## src/rtl/labft_n.sv

```systemverilog
// labft_n: checksum-based fault detector for an arraySize x arraySize
// output-stationary systolic tile.
//
// While the array consumes a tile's input beats, this block predicts the
// column sums of the tile result C = sum_k a_k * b_k^T. When the array
// drains its output rows, the block sums them per column and compares the
// sums with the prediction. The prediction waits in a one-deep pending
// buffer, so the inputs of tile t+1 can stream in while tile t drains.
//
// Ports:
//   clk, rst       clock, asynchronous active-low reset
//   validInputs    a/b beat valid
//   a, b           input lanes, lane i at [i*inputBits +: inputBits]
//   validOutputs   one output row valid
//   c_row          output row, element j at [j*outputBits +: outputBits]
//   errorValid     one-cycle pulse when a tile check completes
//   error          per-column mismatch, held until the next errorValid
//   errorAny       OR of error, held likewise
//   errorCount     number of faulty tiles, saturating
//   overrun        sticky: a tile checksum was dropped
//   protoErr       sticky: rows drained with no pending checksum, or a row
//                  arrived during the check cycle
//   busy           input tile in progress, checksum pending, or check active
module labft_n #(
   parameter int arraySize  = 4,
   parameter int inputBits  = 8,
   parameter int outputBits = 32,
   parameter int tileLen    = 16,
   parameter int countBits  = 8
) (
   input  logic                             clk,
   input  logic                             rst,
   input  logic                             validInputs,
   input  logic [arraySize*inputBits-1:0]   a,
   input  logic [arraySize*inputBits-1:0]   b,
   input  logic                             validOutputs,
   input  logic [arraySize*outputBits-1:0]  c_row,
   output logic                             errorValid,
   output logic [arraySize-1:0]             error,
   output logic                             errorAny,
   output logic [countBits-1:0]             errorCount,
   output logic                             overrun,
   output logic                             protoErr,
   output logic                             busy
);

   localparam int SW = inputBits + $clog2(arraySize);
   localparam int BW = (tileLen > 1) ? $clog2(tileLen) : 1;
   localparam int RW = (arraySize > 1) ? $clog2(arraySize) : 1;

   typedef enum logic [1:0] {O_IDLE, O_ACC, O_CHECK} out_state_t;

   logic [SW-1:0]                          s_a;
   logic [arraySize-1:0][outputBits-1:0]   pred;
   logic [arraySize-1:0][outputBits-1:0]   pred_next;
   logic [arraySize-1:0][outputBits-1:0]   pend;
   logic [arraySize-1:0][outputBits-1:0]   act;
   logic [arraySize-1:0][outputBits-1:0]   act_next;
   logic [arraySize-1:0]                   mismatch;
   logic [BW-1:0]                          beat_cnt;
   logic [RW-1:0]                          row_cnt;
   logic                                   pend_valid;
   logic                                   tile_done;
   logic                                   consume;
   out_state_t                             state;

   // Column j of C summed over all rows equals (sum_i a[i]) * b[j] summed
   // over beats, so one lane sum per beat is enough for every column.
   // Everything is kept modulo 2^outputBits, the same wrap the array has.
   always_comb begin
      s_a = '0;
      for (int i = 0; i < arraySize; i++) begin
         s_a = s_a + SW'(a[i*inputBits +: inputBits]);
      end
      for (int j = 0; j < arraySize; j++) begin
         pred_next[j] = pred[j] + outputBits'(s_a) * outputBits'(b[j*inputBits +: inputBits]);
         act_next[j]  = act[j] + c_row[j*outputBits +: outputBits];
         mismatch[j]  = (act[j] != pend[j]);
      end
   end

   assign tile_done = validInputs && (beat_cnt == BW'(tileLen - 1));
   assign consume   = (state == O_CHECK) && pend_valid;
   assign busy      = (beat_cnt != '0) || pend_valid || (state != O_IDLE);

   // Input-side accumulation; the last beat of a tile restarts the
   // accumulators on the same edge its total is handed to the pending buffer.
   always_ff @(posedge clk or negedge rst) begin
      if (!rst) begin
         pred     <= '0;
         beat_cnt <= '0;
      end else if (validInputs) begin
         if (tile_done) begin
            pred     <= '0;
            beat_cnt <= '0;
         end else begin
            pred     <= pred_next;
            beat_cnt <= beat_cnt + BW'(1);
         end
      end
   end

   // Pending buffer. A checksum being consumed by the check on the same
   // edge frees the slot, so a completing tile may take it without overrun.
   always_ff @(posedge clk or negedge rst) begin
      if (!rst) begin
         pend       <= '0;
         pend_valid <= 1'b0;
         overrun    <= 1'b0;
      end else if (tile_done) begin
         if (!pend_valid || consume) begin
            pend       <= pred_next;
            pend_valid <= 1'b1;
         end else begin
            overrun <= 1'b1;
         end
      end else if (consume) begin
         pend_valid <= 1'b0;
      end
   end

   // Output-side FSM. The first row is accumulated on the edge that leaves
   // O_IDLE so N rows lead straight to the single O_CHECK cycle; the result
   // registers update on the edge leaving O_CHECK.
   always_ff @(posedge clk or negedge rst) begin
      if (!rst) begin
         state      <= O_IDLE;
         row_cnt    <= '0;
         act        <= '0;
         error      <= '0;
         errorAny   <= 1'b0;
         errorValid <= 1'b0;
         errorCount <= '0;
         protoErr   <= 1'b0;
      end else begin
         errorValid <= 1'b0;
         case (state)
            O_IDLE, O_ACC: begin
               if (validOutputs) begin
                  act <= act_next;
                  if (row_cnt == RW'(arraySize - 1)) begin
                     row_cnt <= '0;
                     state   <= O_CHECK;
                  end else begin
                     row_cnt <= row_cnt + RW'(1);
                     state   <= O_ACC;
                  end
               end
            end
            O_CHECK: begin
               if (pend_valid) begin
                  error      <= mismatch;
                  errorAny   <= |mismatch;
                  errorValid <= 1'b1;
                  if ((|mismatch) && (errorCount != '1)) begin
                     errorCount <= errorCount + countBits'(1);
                  end
               end else begin
                  protoErr <= 1'b1;
               end
               if (validOutputs) begin
                  protoErr <= 1'b1;
               end
               act   <= '0;
               state <= O_IDLE;
            end
            default: begin
               state <= O_IDLE;
            end
         endcase
      end
   end

endmodule
```

## config.mk

```make
export PLATFORM = sky130hd
export DESIGN_NAME = labft_n
export DESIGN_NICKNAME = d
export VERILOG_FILES = /design/src/rtl/labft_n.sv
export SDC_FILE = /design/constraint.sdc
export NUM_CORES = 2
export LEC_CHECK = 0
export ABC_AREA = 1
export CAP_MARGIN = 20
export CORE_UTILIZATION = 30
export DETAILED_ROUTE_END_ITERATION = 7
export REMOVE_ABC_BUFFERS = 1
export SYNTH_ARGS = -nofsm -noshare
export SYNTH_HDL_FRONTEND = slang
export SYNTH_SLANG_ARGS = --single-unit
```

## constraint.sdc

```tcl
create_clock -name clk -period 4.9 [get_ports clk]
set_input_delay 0.49 -clock clk [delete_from_list [all_inputs] [get_ports clk]]
set_output_delay 0.49 -clock clk [all_outputs]
set_load 0.01 [all_outputs]
```

==> results.yml <==
route:
  drc_errors: 0
  route.met3.wl_mm: 6.58
  routed_wl_mm: 131
  wl_met2_mm: 62.7
  drt-met1-wl_mm: 57.3
  wl_per_cell_um: 16.9
  via_count: 37200
  viasPerCell: 4.80
  drt-initial-drc-count: 2335
  drt_first_pass_iters: 6
  highest_layer: "met5"
  antenna_left: 0
synth:
  ys_seq_area_share_pct: 26.2
  synth_top_area_share_pct: 26.2
  syn_area_um2: 39000
  synth-edff-count: 0
  synth.distinct_cells: 43
  synthCells: 5379
  yosysWarnings: 0
  async_flop_share_pct: 100
  synth_area_leaders: "dfrtp_1 (26%), nand2_1 (15%), fa_1 (14%), ha_1 (9.9%), inv_1 (7.8%)"
  synth.largest_area_cell: "dfrtp_1"
  avgSynthCellArea_um2: 7.26
  synth_flop_cell: "dfrtp_1"
  yosys_register_bits: 409
worst_setup_path:
  reg2reg_depth: 20
  r2r_slack_ns: 0.68
  worstPathArrival_ns: 6.71
  criticalPathCategory: "in -> reg"
  cp-start-kind: "primary input"
  rr_endpoint: "pend[78]"
  worstPathRequired_ns: 5.37
  cp_common_cell: "inv_2"
  worst-path-max-fanout: 5
  reg2reg_from: "pred[70]"
  critPathCaptureType: "register"
  max_stage_delay_ns: 0.56
  crit_path_top_delay_cell: "fa_1"
clock_network:
  worstSkewPairLatency_ns: 0.65
  cts.sinks: 409
  cts-htree-levels: 2
  numCtsBuffers: 54
  cts_tree: "yes"
  cts_root_buffer: "clkbuf_16"
  cts_buffer_depth: 3
  clk_pin_slew_ns: 0.06
flow_run:
  cap_viol_max_count: 0
die:
  die_area_um2: 132000
  start_util_pct: 30.2
  fp.dieW_um: 363
  ioPinCount: 213
  core-area_um2: 129000
  fp.dieH_um: 363
  num_rows: 132
global_route:
  grtUsageTotal_pct: 19.4
  grt_pass1_wl_mm: 203
  grt_max_degree: 127
  grt_pass1_vias: 37200
  overflow: 0
  antenna_found_initial: 16
sta:
  maxSlewViolCount: 0
  rsz0062_at_grt: "yes"
  finClkSkew_ns: 0.0211
  slew_headroom_pct: 26.5
  worst_slew_pin_slew_ns: 1.10
  timing_hold_violations_final: 0
  finalSetupViolCount: 224
  timing.hold.ws_ns: 0.410
  min_period_over_period_pct: 127
  finalSetupTns_ns: -239.59
  clock.fmax_ghz: 0.160
  timing.final.ws_setup_ns: -1.34
  fin_crit_ns: 6.24
final_layout:
  final_cell_area_um2: 53500
  area_growth_pct: 37.1
  fill_cells: 12700
  fin_nets: 6756
  layout-drive-gt1-share_pct: 22.5
  antenna_cells: 0
outcome:
  failed_checks: "setup timing"
  status: "finished, violations left"
placement:
  placedInstanceArea_um2: 45800
  place_hpwl_mm: 96.2
  gp_congestion: 0.919
  io_buffers: 212
worst_hold_path:
  hold_class: "in -> async"
kinds of logic (layout without fill, tap and decap cells):
kind of cell / after synthesis / count (layout) / share of synthesized area (%)
and+or+nand+nor: 2477 / 2477 / 25.6
AOI/OAI and AO/OA: 779 / 779 / 10.7
DFF: 409 / 409 / 26.2
buffers and inverters: 935 / 1577 / 9.09
muxes: 4 / 4 / 0.115
xor gates and xnor gates: 190 / 190 / 4.26
adders and majority gates: 585 / 585 / 24.1
critical path: cells and delay by family:
| kind | cells | cell delay [ns] |
|---|---|---|
| AND/OR/NAND/NOR | 6 | 0.57 |
| AO/OA/AOI/OAI | 3 | 0.47 |
| buffers and inverters | 15 | 1.21 |
| adder cells (fa/ha/maj) | 9 | 3.77 |
| XOR/XNOR | 1 | 0.19 |
Yosys cell counts, types with 33 or more instances:
library cell and instances:
nand4_1 34, nor2_1 520, a21oi_1 293, o22ai_1 41, nand3_1 239, nor3_1 53
ha_1 309, dfrtp_1 409, clkbuf_1 96, inv_1 811, xnor2_1 172, nand3b_1 33
nand2_1 1560, fa_1 276, o21ai_0 350
worst max-delay path by stage:
| stage | start | end | slack (ns) |
|---|---|---|---|
| 2_1_floorplan | a[1] | pred[87] | -1.97 |
| 3_3_place_gp | a[1] | pred[80] | -2.66 |
| 3_5_place_dp | a[1] | pred[12] | -2.70 |
| 4_1_cts | a[18] | pred[126] | -1.21 |
| 5_1_grt | a[17] | pend[78] | -1.55 |
| 6_report | a[17] | pred[11] | -1.34 |
routing by layer:
layer | track usage, % | up-vias
met4 | 6.13 | 18
met1 | 25.3 | 17900
met3 | 2.92 | 241
li1 | - | 18200
met5 | 0 | -
met2 | 32.8 | 862
registers in the layout (all words and copies together), names as in the netlist:
register    cells
act           128
pend          128
pred          128
errorCount      8
beat_cnt        4
error           4
row_cnt         2
state           2
errorAny        1
errorValid      1
overrun         1
pend_valid      1
protoErr        1
layout make-up:
type	count	area, µm²	share of cell area [%]
multi-input cells	4035	29600	55.2
flip-flops and latches	409	10200	19.1
repair buffers	658	6530	12.2
inverters	817	3100	5.79
well taps	1742	2180	4.07
clock buffers	65	1520	2.83
clock inverters	37	413	0.771
cell usage in the layout (no fill, tap or decap), types with 50 or more instances in the layout:
cell type | synthesis | routed
clkdlybuf4s50_1 | 0 | 186
inv_2 | 6 | 104
o21ai_0 | 350 | 228
nand3_1 | 239 | 150
nand2_4 | 0 | 94
inv_1 | 811 | 704
buf_4 | 1 | 290
buf_6 | 2 | 102
nand3_2 | 0 | 74
nor2_1 | 520 | 439
dfrtp_1 | 409 | 409
a21oi_1 | 293 | 236
clkbuf_16 | 0 | 59
nor3_1 | 53 | 50
nand2_1 | 1560 | 1328
ha_1 | 309 | 263
o21ai_1 | 9 | 84
xnor2_1 | 172 | 125
nand2_2 | 0 | 135
fa_1 | 276 | 245
per-stage QoR:
step	instances	setup slack [ns]	util [%]
6_report	7763	-1.34	41.4
5_1_grt	7763	-1.55	41.4
4_1_cts	7717	-1.21	39.8
3_5_place_dp	7553	-2.70	35.4
3_3_place_gp	7553	-2.66	35.4
2_1_floorplan	5261	-1.97	-
repair_timing:
action	4_1_cts	5_1_grt
setup endpoints to repair	232	224
buffers inserted	109	62
resized for setup	854	485
hold endpoints to repair	59	0
pin swaps	267	265
cloned	7	3
hold buffers	1	0
Power is left out: the tool's default activity adds up to more than one toggle a clock period on the data nets, which glitch-free logic cannot reach.
